File: src/rtl/pipe_hazard_ctrl_pkg.sv
// Shared types and constants for the pipeline hazard / memory-sequencing controller.
package pipe_ctrl_pkg;

  localparam int unsigned REG_W = 4;

  typedef enum logic [1:0] {
    IDLE,
    MEM_WAIT,
    ERR
  } state_e;

  typedef logic [1:0] fwd_sel_t;

  localparam fwd_sel_t FWD_RF  = 2'b00;
  localparam fwd_sel_t FWD_MEM = 2'b01;
  localparam fwd_sel_t FWD_WB  = 2'b10;

endpackage

File: src/rtl/pipe_hazard_ctrl_if.sv
// Pipeline-stage fields in, hold/flush/forward/memory controls out.
interface pipe_hazard_ctrl_if
  import pipe_ctrl_pkg::*;
#(
  parameter int unsigned CNT_W = 16
);
  logic [REG_W-1:0] id_r2, id_r3;
  logic             id_use_r2, id_use_r3;
  logic [REG_W-1:0] ex_dest;
  logic             ex_wreg, ex_rmem, ex_wpc;
  logic [REG_W-1:0] mem_dest;
  logic             mem_wreg, mem_rmem, mem_wmem;
  logic [REG_W-1:0] wb_dest;
  logic             wb_wreg;
  logic             dmem_ack;

  logic             dmem_req, dmem_we;
  logic             stall_if, stall_id, bubble_ex;
  logic             flush_if_id, flush_id_ex;
  logic             stall_all;
  fwd_sel_t         fwd_r2, fwd_r3;
  logic             mem_err;
  logic [CNT_W-1:0] stall_cnt;

  modport master (
    output id_r2, id_r3, id_use_r2, id_use_r3, ex_dest, ex_wreg, ex_rmem, ex_wpc,
           mem_dest, mem_wreg, mem_rmem, mem_wmem, wb_dest, wb_wreg, dmem_ack,
    input  dmem_req, dmem_we, stall_if, stall_id, bubble_ex, flush_if_id, flush_id_ex,
           stall_all, fwd_r2, fwd_r3, mem_err, stall_cnt
  );

  modport slave (
    input  id_r2, id_r3, id_use_r2, id_use_r3, ex_dest, ex_wreg, ex_rmem, ex_wpc,
           mem_dest, mem_wreg, mem_rmem, mem_wmem, wb_dest, wb_wreg, dmem_ack,
    output dmem_req, dmem_we, stall_if, stall_id, bubble_ex, flush_if_id, flush_id_ex,
           stall_all, fwd_r2, fwd_r3, mem_err, stall_cnt
  );
endinterface

File: src/rtl/pipe_hazard_ctrl_fwd.sv
// Operand forwarding selector for one EX source; MEM result beats WB result.
module pipe_fwd_unit
  import pipe_ctrl_pkg::*;
(
  input  logic [REG_W-1:0] src_i,
  input  logic [REG_W-1:0] mem_dest_i,
  input  logic             mem_wreg_i,
  input  logic             mem_rmem_i,
  input  logic [REG_W-1:0] wb_dest_i,
  input  logic             wb_wreg_i,
  output fwd_sel_t         fwd_o
);

  // A load in MEM has no data yet, so it cannot forward from that stage.
  always_comb begin
    fwd_o = FWD_RF;
    if (mem_wreg_i && !mem_rmem_i && (src_i == mem_dest_i)) begin
      fwd_o = FWD_MEM;
    end else if (wb_wreg_i && (src_i == wb_dest_i)) begin
      fwd_o = FWD_WB;
    end
  end

endmodule

File: src/rtl/pipe_hazard_ctrl.sv
// Hazard detection, jump flush, forwarding and data-memory wait/timeout sequencing.
module pipe_hazard_ctrl
  import pipe_ctrl_pkg::*;
#(
  parameter int unsigned MEM_TIMEOUT = 16,
  parameter int unsigned CNT_W       = 16
) (
  input logic               clk,
  input logic               rst,
  pipe_hazard_ctrl_if.slave bus
);

  localparam int unsigned TW = $clog2(MEM_TIMEOUT + 1);

  state_e           state_q;
  logic [TW-1:0]    tmo_q;
  logic             mem_err_q;
  logic [CNT_W-1:0] cnt_q, cnt_d;

  logic mem_acc, dmem_req, stall_all, load_use, lu_act, flush, stall_any;

  assign mem_acc = bus.mem_rmem | bus.mem_wmem;

  always_comb begin
    dmem_req  = 1'b0;
    stall_all = 1'b0;
    unique case (state_q)
      IDLE: begin
        dmem_req  = mem_acc;
        stall_all = mem_acc & ~bus.dmem_ack;
      end
      MEM_WAIT: begin
        dmem_req  = 1'b1;
        stall_all = ~bus.dmem_ack;
      end
      ERR:     stall_all = 1'b1;
      default: ;
    endcase
  end

  assign load_use = bus.ex_rmem & bus.ex_wreg &
                    ((bus.id_use_r2 & (bus.id_r2 == bus.ex_dest)) |
                     (bus.id_use_r3 & (bus.id_r3 == bus.ex_dest)));

  // stall_all freezes everything, so the held EX instruction is re-judged on release.
  assign lu_act = load_use & ~bus.ex_wpc & ~stall_all;
  assign flush  = bus.ex_wpc & ~stall_all;

  assign bus.dmem_req    = dmem_req;
  assign bus.dmem_we     = dmem_req & bus.mem_wmem;
  assign bus.stall_all   = stall_all;
  assign bus.stall_if    = lu_act;
  assign bus.stall_id    = lu_act;
  assign bus.bubble_ex   = lu_act;
  assign bus.flush_if_id = flush;
  assign bus.flush_id_ex = flush;
  assign bus.mem_err     = mem_err_q;
  assign bus.stall_cnt   = cnt_q;

  pipe_fwd_unit u_fwd_r2 (
    .src_i      (bus.id_r2),
    .mem_dest_i (bus.mem_dest),
    .mem_wreg_i (bus.mem_wreg),
    .mem_rmem_i (bus.mem_rmem),
    .wb_dest_i  (bus.wb_dest),
    .wb_wreg_i  (bus.wb_wreg),
    .fwd_o      (bus.fwd_r2)
  );

  pipe_fwd_unit u_fwd_r3 (
    .src_i      (bus.id_r3),
    .mem_dest_i (bus.mem_dest),
    .mem_wreg_i (bus.mem_wreg),
    .mem_rmem_i (bus.mem_rmem),
    .wb_dest_i  (bus.wb_dest),
    .wb_wreg_i  (bus.wb_wreg),
    .fwd_o      (bus.fwd_r3)
  );

  always_ff @(posedge clk or posedge rst) begin
    if (rst) begin
      state_q   <= IDLE;
      tmo_q     <= '0;
      mem_err_q <= 1'b0;
    end else begin
      unique case (state_q)
        IDLE: begin
          if (mem_acc && !bus.dmem_ack) begin
            state_q <= MEM_WAIT;
            tmo_q   <= TW'(1);
          end
        end
        MEM_WAIT: begin
          // Ack on the limit cycle still completes the access.
          if (bus.dmem_ack) begin
            state_q <= IDLE;
            tmo_q   <= '0;
          end else if (tmo_q == TW'(MEM_TIMEOUT)) begin
            state_q   <= ERR;
            mem_err_q <= 1'b1;
          end else begin
            tmo_q <= tmo_q + 1'b1;
          end
        end
        ERR:     mem_err_q <= 1'b1;
        default: state_q <= IDLE;
      endcase
    end
  end

  assign stall_any = lu_act | stall_all;

  always_comb begin
    cnt_d = cnt_q;
    if (stall_any && (cnt_q != '1)) begin
      cnt_d = cnt_q + 1'b1;
    end
  end

  always_ff @(posedge clk or posedge rst) begin
    if (rst) begin
      cnt_q <= '0;
    end else begin
      cnt_q <= cnt_d;
    end
  end

endmodule

File: src/flat_wrapper.sv
// flat-port wrapper written by rule: the top's interface ports become plain ports
module pipe_hazard_ctrl_flat import pipe_ctrl_pkg::*;
#(
  parameter int unsigned MEM_TIMEOUT = 16,
  parameter int unsigned CNT_W       = 16
)
  (clk, rst, bus_id_r2, bus_id_r3, bus_id_use_r2, bus_id_use_r3, bus_ex_dest, bus_ex_wreg, bus_ex_rmem, bus_ex_wpc, bus_mem_dest, bus_mem_wreg, bus_mem_rmem, bus_mem_wmem, bus_wb_dest, bus_wb_wreg, bus_dmem_ack, bus_dmem_req, bus_dmem_we, bus_stall_if, bus_stall_id, bus_bubble_ex, bus_flush_if_id, bus_flush_id_ex, bus_stall_all, bus_fwd_r2, bus_fwd_r3, bus_mem_err, bus_stall_cnt);
  pipe_hazard_ctrl_if #(.CNT_W(CNT_W)) bus_i ();
  input logic clk;
  input logic rst;
  input wire logic [$bits(bus_i.id_r2)-1:0] bus_id_r2;
  input wire logic [$bits(bus_i.id_r3)-1:0] bus_id_r3;
  input wire logic [$bits(bus_i.id_use_r2)-1:0] bus_id_use_r2;
  input wire logic [$bits(bus_i.id_use_r3)-1:0] bus_id_use_r3;
  input wire logic [$bits(bus_i.ex_dest)-1:0] bus_ex_dest;
  input wire logic [$bits(bus_i.ex_wreg)-1:0] bus_ex_wreg;
  input wire logic [$bits(bus_i.ex_rmem)-1:0] bus_ex_rmem;
  input wire logic [$bits(bus_i.ex_wpc)-1:0] bus_ex_wpc;
  input wire logic [$bits(bus_i.mem_dest)-1:0] bus_mem_dest;
  input wire logic [$bits(bus_i.mem_wreg)-1:0] bus_mem_wreg;
  input wire logic [$bits(bus_i.mem_rmem)-1:0] bus_mem_rmem;
  input wire logic [$bits(bus_i.mem_wmem)-1:0] bus_mem_wmem;
  input wire logic [$bits(bus_i.wb_dest)-1:0] bus_wb_dest;
  input wire logic [$bits(bus_i.wb_wreg)-1:0] bus_wb_wreg;
  input wire logic [$bits(bus_i.dmem_ack)-1:0] bus_dmem_ack;
  output wire logic [$bits(bus_i.dmem_req)-1:0] bus_dmem_req;
  output wire logic [$bits(bus_i.dmem_we)-1:0] bus_dmem_we;
  output wire logic [$bits(bus_i.stall_if)-1:0] bus_stall_if;
  output wire logic [$bits(bus_i.stall_id)-1:0] bus_stall_id;
  output wire logic [$bits(bus_i.bubble_ex)-1:0] bus_bubble_ex;
  output wire logic [$bits(bus_i.flush_if_id)-1:0] bus_flush_if_id;
  output wire logic [$bits(bus_i.flush_id_ex)-1:0] bus_flush_id_ex;
  output wire logic [$bits(bus_i.stall_all)-1:0] bus_stall_all;
  output wire logic [$bits(bus_i.fwd_r2)-1:0] bus_fwd_r2;
  output wire logic [$bits(bus_i.fwd_r3)-1:0] bus_fwd_r3;
  output wire logic [$bits(bus_i.mem_err)-1:0] bus_mem_err;
  output wire logic [$bits(bus_i.stall_cnt)-1:0] bus_stall_cnt;
  assign bus_i.id_r2 = bus_id_r2;
  assign bus_i.id_r3 = bus_id_r3;
  assign bus_i.id_use_r2 = bus_id_use_r2;
  assign bus_i.id_use_r3 = bus_id_use_r3;
  assign bus_i.ex_dest = bus_ex_dest;
  assign bus_i.ex_wreg = bus_ex_wreg;
  assign bus_i.ex_rmem = bus_ex_rmem;
  assign bus_i.ex_wpc = bus_ex_wpc;
  assign bus_i.mem_dest = bus_mem_dest;
  assign bus_i.mem_wreg = bus_mem_wreg;
  assign bus_i.mem_rmem = bus_mem_rmem;
  assign bus_i.mem_wmem = bus_mem_wmem;
  assign bus_i.wb_dest = bus_wb_dest;
  assign bus_i.wb_wreg = bus_wb_wreg;
  assign bus_i.dmem_ack = bus_dmem_ack;
  assign bus_dmem_req = bus_i.dmem_req;
  assign bus_dmem_we = bus_i.dmem_we;
  assign bus_stall_if = bus_i.stall_if;
  assign bus_stall_id = bus_i.stall_id;
  assign bus_bubble_ex = bus_i.bubble_ex;
  assign bus_flush_if_id = bus_i.flush_if_id;
  assign bus_flush_id_ex = bus_i.flush_id_ex;
  assign bus_stall_all = bus_i.stall_all;
  assign bus_fwd_r2 = bus_i.fwd_r2;
  assign bus_fwd_r3 = bus_i.fwd_r3;
  assign bus_mem_err = bus_i.mem_err;
  assign bus_stall_cnt = bus_i.stall_cnt;
  pipe_hazard_ctrl #(.MEM_TIMEOUT(MEM_TIMEOUT), .CNT_W(CNT_W)) u_core (.clk(clk), .rst(rst), .bus(bus_i));
endmodule
File: config.mk
export PLATFORM = sky130hd
export DESIGN_NAME = pipe_hazard_ctrl_flat
export DESIGN_NICKNAME = d
export VERILOG_FILES = /design/src/rtl/pipe_hazard_ctrl_pkg.sv /design/src/rtl/pipe_hazard_ctrl_if.sv /design/src/rtl/pipe_hazard_ctrl_fwd.sv /design/src/rtl/pipe_hazard_ctrl.sv /design/src/flat_wrapper.sv
export SDC_FILE = /design/constraint.sdc
export NUM_CORES = 1
export LEC_CHECK = 0
export ABC_AREA = 1
export CORE_MARGIN = 2
export CORE_UTILIZATION = 52
export DETAILED_ROUTE_END_ITERATION = 6
export PLACE_DENSITY = 0.87
export SKIP_LAST_GASP = 1
export SLEW_MARGIN = 20
export SYNTH_ARGS = -nofsm -noshare
export SYNTH_HDL_FRONTEND = slang
export SYNTH_HIERARCHICAL = 1
export SYNTH_SLANG_ARGS = --single-unit
File: constraint.sdc
create_clock -name clk -period 4.84 [get_ports clk]
set_clock_uncertainty 0.2 [all_clocks]
set_input_delay 0.484 -clock clk [delete_from_list [all_inputs] [get_ports clk]]
set_output_delay 0.484 -clock clk [all_outputs]
set_load 0.005 [all_outputs]
==> results.md, run 1 <==
Route:
- The first-pass detailed-route iteration total is 4.
- The via density per instance is 4.998.
- The final route contains 2144 vias.
- The overall routed net length is 4993 µm.
- Once detail routing completed, the nets flagged for antenna violations numbered 0.
- After detailed routing, the number of remaining DRC violations is 0.
- The detailed-route wire length per cell is 11.64 µm.
- In this run, the number of DRC markers left after iteration 0 of detailed routing was 157.

Floorplanning:
- Row generation in the floorplan step produced 23 rows.
- In this run the count of I/O pins placed on the die edge is 61.
- The placeable core area is 3914 µm².
- The die covers 4529 µm².
- Measured along the x axis, the die boundary spans 67.30 µm.
- For this configuration, the core starts out at a cell density of 0.5323.
- The height of the die is 67.30 µm.

Timing:
- The final number of setup-violating endpoints is 0.
- The worst pin sits at a relative slew slack of 0.4021.
- The number of failing hold endpoints at the final stage was 0.
- The shortest period the worst path allows is 3107 ps.
- The final max-slew violation count came to 0.
- The final worst slack is 1733 ps.
- Setup repair after global routing left no endpoint under its margin.
- In the finished design, the share of the clock period the worst path needs comes to 0.6420.
- Static timing analysis puts the maximum clock frequency at 321.8 MHz.
- The actual slew at the worst max-slew pin is 895.9 ps.
- The total negative slack is 0 ps.

Clocking:
- In this run the number of H-tree levels came out at 1.
- After clock tree synthesis, the repair step resized 0 gates.
- The number of setup buffers added after CTS is 0.
- Clock-pin slew was measured on the worst setup and hold paths at 80 ps.
- The insertion delay of the later-clocked pin in the worst-skew pair is 260 ps.
- In this run, post-CTS hold repair placed 0 buffers.
- CTS placed an instance of sky130_fd_sc_hd__clkbuf_8 at the clock tree root.
- The longest clock path from root to sink contains 2 buffers.
- The CTS buffer count is 3.
- TritonCTS built the clock tree.
- The total clock sinks is 24.

Yosys:
- The instance count of the mapped netlist is 323.
- The primary flip-flop cell chosen by synthesis mapping is sky130_fd_sc_hd__dfrtp_1.
- Summing every instance area after synthesis gives 2083 µm².
- The fraction of registers with async set/reset is 1.000.
- In this run, synthesis inferred 0 flip-flops with an integrated enable.
- When the netlist entered floorplanning its net count stood at 358.
- Counting distinct cell types in the post-synthesis netlist gives 30.
- The synthesized flop and latch total is 24.
- For this run, the number of Yosys warnings is 6.
- For this run, the register share of the synthesized area comes to 0.2883.
- After synthesis, the mean cell area works out to 6.450 µm².

Place:
- Before CTS, the worst setup slack after placement is 1731 ps.
- During placement, the flow inserted port buffers numbering 60.
- The detailed placer's ending HPWL is 3845 µm.
- The post-detailed-placement cell area is 2695 µm².
- The congestion estimate from routability-driven global placement came to 0.8703.
- The number of cells in the design after placement is 426.

Setup path:
- At the worst endpoint, the arrival time is 2420 ps.
- The launch instance of the worst register-to-register path is u_core/state_q[0].
- The worst setup path is captured at an output pin.
- Of all nets on the critical path, the largest fanout is 3.
- The worst setup path is launched from an input pin.
- The critical path starts at bus_mem_rmem.
- The category of the most critical setup path is input pin to output pin.
- The worst register-to-register path has a depth of 7.
- The data required time at the worst endpoint is 4160 ps.

Global route:
- The initial antenna violation count is 0.
- The number of global-route vias before repair is 1933.
- The first global-routing pass estimated 8217 µm of wire.
- The maximum number of pins on one net before global-route repair is 25.
- Global routing finished with a remaining overflow of 0.
- The global routing usage summed across all routing layers is 0.2325.

Power:
- The largest vdd supply drop is 147.9 µV.
- For this design the static power due to leakage is 1.365 nW.
- Total power for the finished layout comes to 0.0003909 W.
- For this design the ratio of total power to cell area is 142.9 nW/µm².

Outcome:
- The run finished with clean final reports.

Hold path:
- The worst min-delay path class is flop to flop.
- Along the worst hold path, the cell count comes to 1.
- The worst hold path begins at u_core/bus.mem_err.

Layout:
- The area overhead of the layout relative to synthesis is 31.35%.
- The number of diodes is 0.
- In the final design database the tool counted 416 nets.
- Summing all non-filler instances in the final layout gives an area of 2736 µm².
- The final cell count without fillers is 429.
- In the final layout, the share of cells above drive strength 1 is 0.07916.

Run:
- The tool flagged a number of max-cap violations equal to 0.
metrics by stage:
stage                 util  hold slack (ps)
floorplan                -            265.0
global placement    0.6886            248.9
detailed placement  0.6886            259.8
CTS                 0.6992            278.5
global route        0.6992            291.6
finish              0.6992            277.1
synth_stat cells, types with 2 or more instances:
master | count | area [µm²]
sky130_fd_sc_hd__nor2_2 | 5 | 31.28
sky130_fd_sc_hd__nand4_4 | 2 | 42.54
sky130_fd_sc_hd__nand3_1 | 27 | 135.1
sky130_fd_sc_hd__inv_2 | 2 | 7.510
sky130_fd_sc_hd__buf_2 | 2 | 10.01
sky130_fd_sc_hd__buf_4 | 4 | 30.03
sky130_fd_sc_hd__xnor2_1 | 4 | 35.03
sky130_fd_sc_hd__o21ai_0 | 9 | 45.04
sky130_fd_sc_hd__nand4_1 | 5 | 31.28
sky130_fd_sc_hd__nor2_1 | 37 | 138.9
sky130_fd_sc_hd__ha_1 | 3 | 37.54
sky130_fd_sc_hd__a21oi_1 | 2 | 10.01
sky130_fd_sc_hd__and3_1 | 2 | 12.51
sky130_fd_sc_hd__xor2_1 | 9 | 78.83
sky130_fd_sc_hd__nor3_2 | 5 | 50.05
sky130_fd_sc_hd__nand2_2 | 4 | 25.02
sky130_fd_sc_hd__nor3_1 | 2 | 10.01
sky130_fd_sc_hd__nor3_4 | 2 | 32.53
sky130_fd_sc_hd__nor2_4 | 4 | 45.04
sky130_fd_sc_hd__inv_1 | 55 | 206.5
sky130_fd_sc_hd__dfrtp_1 | 24 | 600.6
sky130_fd_sc_hd__nand2_1 | 106 | 397.9
worst paths after layout:
check / end / slack (ps)
worst max-delay path: bus_stall_id / 1730
worst min-delay path: u_core/bus.mem_err / 280
worst max register to register: u_core/bus.stall_cnt[13] / 2620
worst min register to register: u_core/bus.mem_err / 280
max in group asynchronous: u_core/tmo_q[2] / 3380
min in group asynchronous: u_core/bus.stall_cnt[3] / 500
metal layers:
metal	GRT usage	vias to the layer above	wire, µm
li1	-	1107	-
met1	0.2961	971	2165
met2	0.4282	64	2444
met3	0.01667	2	360
met4	0.05102	0	23
met5	0	-	0
where the power goes:
| group | internal, W | switching, W |
|---|---|---|
| clock | 0.0000556 | 0.0000615 |
| combinational | 0.0000375 | 0.0000360 |
| sequential | 0.000200 | 0 |
final cells by class:
| cell class | count | area, µm² |
|---|---|---|
| Clock buffer | 3 | 41.29 |
| Fill cell | 350 | 1177 |
| Inverter | 57 | 214.0 |
| Multi-Input combinational cell | 235 | 1217 |
| Sequential cell | 24 | 600.6 |
| Tap cell | 50 | 62.56 |
| Timing Repair Buffer | 60 | 600.6 |
flip-flops by register name (all words and copies together) (netlist names):
signal                count
u_core/state_q            2
u_core/bus.stall_cnt     16
u_core/bus.mem_err        1
u_core/tmo_q              5
placed cells by master (no fill, tap or decap), types with 3 or more instances in the layout:
master	instances
sky130_fd_sc_hd__nor3_2	5
sky130_fd_sc_hd__xor2_1	9
sky130_fd_sc_hd__nand3_1	27
sky130_fd_sc_hd__ha_1	3
sky130_fd_sc_hd__nor2_1	37
sky130_fd_sc_hd__inv_1	55
sky130_fd_sc_hd__nand4_1	5
sky130_fd_sc_hd__clkdlybuf4s50_1	60
sky130_fd_sc_hd__xnor2_1	4
sky130_fd_sc_hd__nand2_2	4
sky130_fd_sc_hd__nand2_1	106
sky130_fd_sc_hd__clkbuf_8	3
sky130_fd_sc_hd__nor2_2	5
sky130_fd_sc_hd__dfrtp_1	24
sky130_fd_sc_hd__nor2_4	4
sky130_fd_sc_hd__o21ai_0	9
worst max-delay path, stage by stage:
cell,delay (ps)
sky130_fd_sc_hd__clkdlybuf4s50_1,440
sky130_fd_sc_hd__nor2_1,200
sky130_fd_sc_hd__nand2_1,100
sky130_fd_sc_hd__a31oi_1,260
sky130_fd_sc_hd__inv_1,120
sky130_fd_sc_hd__nor2_1,270
sky130_fd_sc_hd__clkdlybuf4s50_1,560
cell families after synthesis:
family	Yosys count	synth area share
and+or+nand+nor	204	0.4709
AOI/OAI and AO/OA	15	0.04084
adders and majority gates	3	0.01802
xor gates and xnor gates	13	0.05466
buffers and inverters	64	0.1273
DFF	24	0.2883
Power figures use the tool's default switching activity.
==> run 2, diff against run 1 <==
--- a/config.mk
+++ b/config.mk
@@ -7,9 +7,9 @@
 export LEC_CHECK = 0
 export ABC_AREA = 1
 export CORE_MARGIN = 2
-export CORE_UTILIZATION = 52
+export CORE_UTILIZATION = 48
 export DETAILED_ROUTE_END_ITERATION = 6
-export PLACE_DENSITY = 0.87
+export PLACE_DENSITY = 0.81
 export SKIP_LAST_GASP = 1
 export SLEW_MARGIN = 20
 export SYNTH_ARGS = -nofsm -noshare
==> constraint.sdc (replaced) <==
create_clock -name clk -period 3.26 [get_ports clk]
set_clock_uncertainty 0.2 [all_clocks]
set_input_delay 0.326 -clock clk [delete_from_list [all_inputs] [get_ports clk]]
set_output_delay 0.326 -clock clk [all_outputs]
set_load 0.005 [all_outputs]
==> run 2 against run 1 <==
Compared with the run above:
- non-clock buffer count increased by 1
- design area grew 0.78%
- critical path depth is the same
- clock-buffer cell count rose by 1
- worst setup slack worse by 1100 ps
- global-route usage shrank 1.7 points
- power is 56% higher
- cell count is 0.47% higher
- flip-flop and latch count unchanged
- routed wire length increased by 0.54%
==> results.md, run 2 (synthesis gave the netlist of run 1 again) <==
Timing:
- Of the available clock period, the critical path in the final layout requires 0.7993.
- The final number of setup-violating endpoints is 0 (unchanged).
- The worst slew margin relative to its limit is 0.3908 (was 0.4021).
- The actual slew at the worst max-slew pin is 912.8 ps (was 895.9 ps).
- The top achievable clock speed is 383.8 MHz.
- Unrepaired setup endpoints after global routing: no (unchanged).
- The shortest period the worst path allows is 2606 ps.
- The total negative slack was 0 ps (unchanged).
- The final max-slew violation count came to 0 (unchanged).
- The number of failing hold endpoints at the final stage is 0 (unchanged).

Route:
- The via density per instance is 5.005 (was 4.998).
- The first-pass detailed-route iteration total came to 4 (unchanged).
- The highest metal layer with signal wires is met4 (unchanged).
- The detailed-route wire length per cell is 11.65 µm (was 11.64 µm).
- The number of routed nets with antenna violations is 0 (unchanged).
- The overall routed net length is 5020 µm (was 4993 µm).
- The iteration-0 DRC count of the detailed router is 96 (was 157).
- The detailed-routed wire length on met2 is 2337 µm (was 2444 µm).
- The detailed-routing wirelength on met1 came to 2283 µm (was 2165 µm).
- The post-route DRC violation count is 0 (unchanged).
- The total via count after detailed routing is 2157 (was 2144).
- The met3 wire length is 328 µm (was 360 µm).

Setup path:
- Cell breakdown of the critical path: clkdlybuf4s50_1, nor2_1, nand2_1, a31oi_1, inv_1, nor2_1, clkdlybuf4s50_1 (unchanged).
- The worst path arrival time is 2080 ps (was 2420 ps).
- The family with the most delay on the worst path is buffers and inverters (unchanged).
- The largest driver fanout on the critical path is 3 (unchanged).
- The category of the most critical setup path is input pin to output pin (unchanged).
- The data required time at the worst endpoint was 2730 ps (was 4160 ps).
- The type of element launching the critical path is an input pin (unchanged).
- The endpoint type of the worst setup path was an output pin (unchanged).
- The slowest stage cell on the critical path was sky130_fd_sc_hd__clkdlybuf4s50_1 (unchanged).
- The peak per-stage delay on the critical path was 540 ps (was 560 ps).
- The total buffers and inverters traversed by the critical path is 3 (unchanged).

Place:
- The routability-driven placement congestion ratio is 0.8952 (was 0.8703).
- The detailed placer's ending HPWL came to 3924 µm (was 3845 µm).
- The count of input and output buffers is 60 (unchanged).
- The post-detailed-placement cell area was 2703 µm² (was 2695 µm²).
- The number of cells in the design after placement is 427 (was 426).

Clocking:
- The total clock sinks is 24 (unchanged).
- The number of instances resized during post-cts repair is 0 (unchanged).
- The setup fix buffers added after clock tree synthesis is 0 (unchanged).
- The master cell of the clock root buffer is sky130_fd_sc_hd__clkbuf_8 (unchanged).
- The H-tree depth reported by CTS is 1 (unchanged).
- The TritonCTS clock tree is yes (unchanged).
- The CTS buffer count is 3 (unchanged).
- The deepest clock path buffer count is 2 (unchanged).
- The insertion delay of the later-clocked pin in the worst-skew pair is 270 ps (was 260 ps).
- The hold-fix buffer count after cts came to 0 (unchanged).
- The clock-pin slew on the worst setup and hold paths is 80 ps (about the same).

Global route:
- The initial antenna violation count is 0 (unchanged).
- The total congestion overflow was 0 (unchanged).
- The number of global-route vias before repair is 2019 (was 1933).
- The maximum number of pins on one net before global-route repair came to 25 (unchanged).
- The global routing usage summed across all routing layers was 0.2158 (was 0.2325).
- The global-route wire length before repair is 8776 µm (was 8217 µm).

Floorplanning:
- The height of the die is 69.88 µm (was 67.30 µm).
- The initial cell density of the core is 0.5098 (was 0.5323).
- The number of cell rows was 23 (unchanged).
- The width of the die is 69.88 µm (was 67.30 µm).
- The placeable core area is 4086 µm² (was 3914 µm²).
- The overall die area is 4883 µm² (was 4529 µm²).
- The I/O pin total came to 61 (unchanged).

Layout:
- The total number of nets in the final design is 417 (was 416).
- The ratio of cells with drive above 1 in the final layout came to 0.08399 (was 0.07916).
- The number of diodes is 0 (unchanged).
- The final cell count without fillers is 431 (was 429).
- The most common library cell in the layout ignoring fill and taps was sky130_fd_sc_hd__nand2_1 (unchanged).
- The cell area after layout is 2758 µm² (was 2736 µm²).
- Most frequent cells in the layout: 106 x sky130_fd_sc_hd__nand2_1, 60 x sky130_fd_sc_hd__clkdlybuf4s50_1, 55 x sky130_fd_sc_hd__inv_1 (unchanged).
- The area overhead of the layout relative to synthesis is 32.37% (was 31.35%).
- The flip-flop count of the largest register after layout is 16 (unchanged).

Power:
- The combinational power share came to 0.179 (was 0.188).
- The part of the power in registers was 0.487 (was 0.512).
- The share of total power consumed by net switching is 0.2446 (was 0.2495).
- The part of the total power dissipated in the clock network is 0.333 (was 0.300).
- The power density normalized to cell area came to 221.3 nW/µm² (was 142.9 nW/µm²).
- The largest vdd supply drop was 230.4 µV (was 147.9 µV).
- The switching power is 0.0001493 W (was 0.00009752 W).
- The leakage power summed over all cells was 1.376 nW (was 1.365 nW).
- The cell internal power dissipation was 0.0004609 W (was 0.0002934 W).

Hold path:
- The worst min-delay path class is flop to flop (unchanged).

Outcome:
- Run status: complete, no violations (unchanged).

Run:
- The number of violations of the max-capacitance limit came to 0 (unchanged).
[run 2: metrics by stage]
| step | power [W] | utilization | hold WS, ps | setup WS [ps] |
|---|---|---|---|---|
| floorplan | 0.0003537 | - | 140.6 | 1571 |
| global placement | 0.0004112 | 0.6614 | 254.3 | 690.9 |
| detailed placement | 0.0004126 | 0.6614 | 278.6 | 629.5 |
| CTS | 0.0006142 | 0.6748 | 297.8 | 628.4 |
| global route | 0.0006414 | 0.6748 | 320.1 | 477.0 |
| finish | 0.0006102 | 0.6748 | 288.7 | 654.3 |
[run 2: worst paths after layout]
path | from | endpoint | slack [ps] | cells after the start
setup / recovery | bus_mem_rmem | bus_stall_id | 650 | 7
hold / removal | u_core/bus.mem_err | u_core/bus.mem_err | 290 | 1
setup reg to reg | u_core/bus.stall_cnt[0] | u_core/bus.stall_cnt[15] | 1170 | 7
hold reg to reg | u_core/bus.mem_err | u_core/bus.mem_err | 290 | 1
max in group asynchronous | rst | u_core/bus.stall_cnt[14] | 1950 | 2
min in group asynchronous | rst | u_core/bus.stall_cnt[2] | 350 | 2
[run 2: cell type report]
type / count / area (µm²)
Multi-Input combinational cell: 235 / 1217
Clock buffer: 4 / 55.05
Tap cell: 50 / 62.56
Inverter: 57 / 214.0
Sequential cell: 24 / 600.6
Timing Repair Buffer: 61 / 608.1
Fill cell: 375 / 1329
[run 2: worst reg2reg max path: stages (launching register included)]
cell and delay [ps]:
sky130_fd_sc_hd__dfrtp_1 430, sky130_fd_sc_hd__ha_1 210, sky130_fd_sc_hd__inv_1 90, sky130_fd_sc_hd__nor2_2 200
sky130_fd_sc_hd__nand4_2 380, sky130_fd_sc_hd__nand2_2 370, sky130_fd_sc_hd__nand2_1 100, sky130_fd_sc_hd__nand2_1 70
[run 2: power by group through the flow]
stage,clock network (W),logic [W],registers [W]
after floorplan,0,0.0000504,0.000303
after global placement,0,0.000108,0.000303
after detailed placement,0,0.000109,0.000303
after CTS,0.000207,0.000110,0.000297
after global routing,0.000221,0.000123,0.000297
final,0.000203,0.000109,0.000297
[run 2: per-layer routing]
| metal | vias to the layer above | GRT usage |
|---|---|---|
| li1 | 1112 | - |
| met1 | 969 | 0.3003 |
| met2 | 70 | 0.3598 |
| met3 | 6 | 0.02453 |
| met4 | 0 | 0.05128 |
| met5 | - | 0 |
==> run 3, diff against run 2 <==
--- a/config.mk
+++ b/config.mk
@@ -7,9 +7,9 @@
 export LEC_CHECK = 0
 export ABC_AREA = 1
 export CORE_MARGIN = 2
-export CORE_UTILIZATION = 48
+export CORE_UTILIZATION = 43
 export DETAILED_ROUTE_END_ITERATION = 6
-export PLACE_DENSITY = 0.81
+export PLACE_DENSITY = 0.77
 export SKIP_LAST_GASP = 1
 export SLEW_MARGIN = 20
 export SYNTH_ARGS = -nofsm -noshare
==> constraint.sdc (replaced) <==
create_clock -name clk -period 2.13 [get_ports clk]
set_clock_uncertainty 0.2 [all_clocks]
set_input_delay 0.213 -clock clk [delete_from_list [all_inputs] [get_ports clk]]
set_output_delay 0.213 -clock clk [all_outputs]
set_load 0.005 [all_outputs]
==> run 3 against run 2 <==
Compared with the run above:
- first-iteration DRC count decreased by 48%
- critical endpoint is now bus_stall_all
- global-route usage decreased by 1.8 points
- flip-flop and latch count unchanged
==> results.md, run 3 (synthesis gave the netlist of run 1 again) <==
Setup path:
- The category of the most critical setup path was input pin to output pin (unchanged).
- The endpoint of the most critical register-to-register path is u_core/bus.stall_cnt[10] (was u_core/bus.stall_cnt[15]).
- The setup slack of the most critical reg-to-reg path is 140 ps (was 1170 ps).
- The data required time at the worst endpoint was 1720 ps (was 2730 ps).
- The largest driver fanout on the critical path is 2 (was 3).
- The worst path arrival time was 1640 ps (was 2080 ps).
- The logic depth of the worst register-to-register path is 11 (was 7).
- The type of element launching the critical path is an input pin (unchanged).
- The launch instance of the worst register-to-register path is u_core/state_q[0] (was u_core/bus.stall_cnt[0]).
- The endpoint type of the worst setup path is an output pin (unchanged).

Place:
- The count of input and output buffers was 60 (unchanged).
- The routability-driven placement congestion ratio is 0.9243 (was 0.8952).
- The detailed placer's ending HPWL was 4215 µm (was 3924 µm).
- The worst slack at placement is -196.9 ps (was 629.5 ps).

Global route:
- The global-route wire length before repair is 8549 µm (was 8776 µm).
- The maximum number of pins on one net before global-route repair is 25 (unchanged).
- The number of global-route vias before repair is 2041 (was 2019).
- The total congestion overflow is 0 (unchanged).
- The initial antenna violation count came to 0 (unchanged).
- The global routing usage summed across all routing layers was 0.1980 (was 0.2158).

Layout:
- The flip-flop count of the largest register after layout is 16 (unchanged).
- The number of diodes is 0 (unchanged).
- The area overhead of the layout relative to synthesis is 42.16% (was 32.37%).
- Most frequent cells in the layout: 105 x sky130_fd_sc_hd__nand2_1, 53 x sky130_fd_sc_hd__inv_1, 39 x sky130_fd_sc_hd__clkdlybuf4s50_1 (was 106 x sky130_fd_sc_hd__nand2_1, 60 x sky130_fd_sc_hd__clkdlybuf4s50_1, 55 x sky130_fd_sc_hd__inv_1).
- The total number of nets in the final design is 440 (was 417).
- The most common library cell in the layout ignoring fill and taps is sky130_fd_sc_hd__nand2_1 (unchanged).
- The ratio of cells with drive above 1 in the final layout was 0.1563 (was 0.08399).
- The fill cell total of the finished layout is 433 (was 375).

Clocking:
- The total clock sinks is 24 (unchanged).
- The insertion delay of the later-clocked pin in the worst-skew pair is 260 ps (was 270 ps).
- The H-tree depth reported by CTS is 1 (unchanged).
- The hold-fix buffer count after cts is 0 (unchanged).
- The deepest clock path buffer count is 2 (unchanged).
- The TritonCTS clock tree is yes (unchanged).
- The master cell of the clock root buffer is sky130_fd_sc_hd__clkbuf_8 (unchanged).
- The clock-pin slew on the worst setup and hold paths is 80 ps (about the same).
- The CTS buffer count is 3 (unchanged).

Power:
- The leakage power summed over all cells is 1.586 nW (was 1.376 nW).
- The power density normalized to cell area is 304.1 nW/µm² (was 221.3 nW/µm²).
- The sum of internal, switching and leakage power was 0.0009006 W (was 0.0006102 W).
- The largest vdd supply drop is 270.6 µV (was 230.4 µV).

Route:
- The iteration-0 DRC count of the detailed router is 50 (was 96).
- The post-route DRC violation count is 0 (unchanged).
- The overall routed net length is 5332 µm (was 5020 µm).
- The first-pass detailed-route iteration total is 4 (unchanged).
- The via density per instance is 4.880 (was 5.005).
- The detailed-route wire length per cell is 11.67 µm (was 11.65 µm).
- The number of routed nets with antenna violations is 0 (unchanged).
- The total via count after detailed routing is 2230 (was 2157).

Floorplanning:
- The I/O pin total came to 61 (unchanged).
- The placeable core area came to 4692 µm² (was 4086 µm²).
- The overall die area is 5418 µm² (was 4883 µm²).
- The initial cell density of the core came to 0.4440 (was 0.5098).
- The width of the die is 73.61 µm (was 69.88 µm).
- The height of the die was 73.61 µm (was 69.88 µm).
- The number of cell rows is 25 (was 23).

Outcome:
- Run status: complete, no violations (unchanged).

Timing:
- The number of failing hold endpoints at the final stage is 0 (unchanged).
- The final number of setup-violating endpoints is 0 (unchanged).
- The worst slew margin relative to its limit is 0.7784 (was 0.3908).
- The final worst slack is 75.37 ps (was 654.3 ps).
- The top achievable clock speed is 486.7 MHz.
- For the finished layout, the period the worst path requires is 2055 ps.
- The total negative slack is 0 ps (unchanged).
- The final max-slew violation count is 0 (unchanged).
- The share of the clock period used by the worst path after layout is 0.9646.
- The actual slew at the worst max-slew pin came to 330.6 ps (was 912.8 ps).

Hold path:
- The worst min-delay path class is input pin to asynchronous set/reset pin (was flop to flop).

Run:
- The number of violations of the max-capacitance limit was 0 (unchanged).
-- run 3: cell count changes in the layout (fill, tap and decap cells not counted), moves of 2 or more --
cell / previous run / this run
sky130_fd_sc_hd__inv_2: 2 / 4
sky130_fd_sc_hd__nor2_2: 5 / 10
sky130_fd_sc_hd__buf_4: 1 / 22
sky130_fd_sc_hd__dlymetal6s2s_1: 0 / 4
sky130_fd_sc_hd__clkdlybuf4s50_1: 60 / 39
sky130_fd_sc_hd__dlygate4sd2_1: 0 / 17
sky130_fd_sc_hd__inv_1: 55 / 53
sky130_fd_sc_hd__nor2_1: 37 / 32
-- run 3: what timing repair did --
action	in CTS	in global routing
setup buffers	6	1
endpoints found under the setup margin	10	19
resized for setup	24	9
pin swaps	4	3
-- run 3: area by class of cell --
| class | count | area (µm²) | area share |
|---|---|---|---|
| multi-input combinational | 235 | 1252 | 0.4229 |
| timing repair buffer | 84 | 785.8 | 0.2653 |
| sequential | 24 | 600.6 | 0.2028 |
| inverter | 57 | 214.0 | 0.07224 |
| tap | 54 | 67.56 | 0.02281 |
| clock buffer | 3 | 41.29 | 0.01394 |
-- run 3: per-layer routing --
metal	track usage	up-vias	part of all wire	wire, µm
met5	0	-	0	0
met4	0.04444	0	0.0053	28
met3	0.02881	2	0.063	338
met2	0.3591	63	0.49	2604
met1	0.2464	1014	0.44	2360
li1	-	1151	-	-
-- run 3: worst max-delay path by stage --
| stage | start | to |
|---|---|---|
| finish | bus_mem_wmem | bus_stall_all |
| global route | u_core/state_q[0] | u_core/bus.stall_cnt[12] |
| CTS | bus_wb_dest[0] | bus_fwd_r2[1] |
| floorplan | u_core/bus.stall_cnt[0] | u_core/bus.stall_cnt[0] |
| global placement | bus_id_r3[1] | bus_bubble_ex |
| detailed placement | bus_ex_dest[0] | bus_stall_id |
-- run 3: worst max-delay path, stage by stage --
cell and delay (ps):
sky130_fd_sc_hd__clkdlybuf4s50_1 430, sky130_fd_sc_hd__nor2_2 150, sky130_fd_sc_hd__nand2_2 90, sky130_fd_sc_hd__a31oi_4 160
sky130_fd_sc_hd__inv_2 50, sky130_fd_sc_hd__buf_4 120, sky130_fd_sc_hd__clkdlybuf4s50_1 430
-- run 3: where the power goes --
group / internal [W] / switching (W) / total (W)
Sequential: 0.000455 / 0 / 0.000455
Clock: 0.000126 / 0.000136 / 0.000263
Combinational: 0.0000934 / 0.0000895 / 0.000183
Total: 0.000675 / 0.000226 / 0.000901
-- run 3: through the flow --
stage | utilization | area, µm² | std cells | hold WS (ps)
2_1_floorplan | - | 2083 | 323 | 27.62
3_3_place_gp | 0.6053 | 2840 | 447 | 257.1
3_5_place_dp | 0.6053 | 2840 | 447 | 258.8
4_1_cts | 0.6229 | 2923 | 456 | 94.82
5_1_grt | 0.6312 | 2962 | 457 | 123.9
6_report | 0.6312 | 2962 | 457 | 87.36
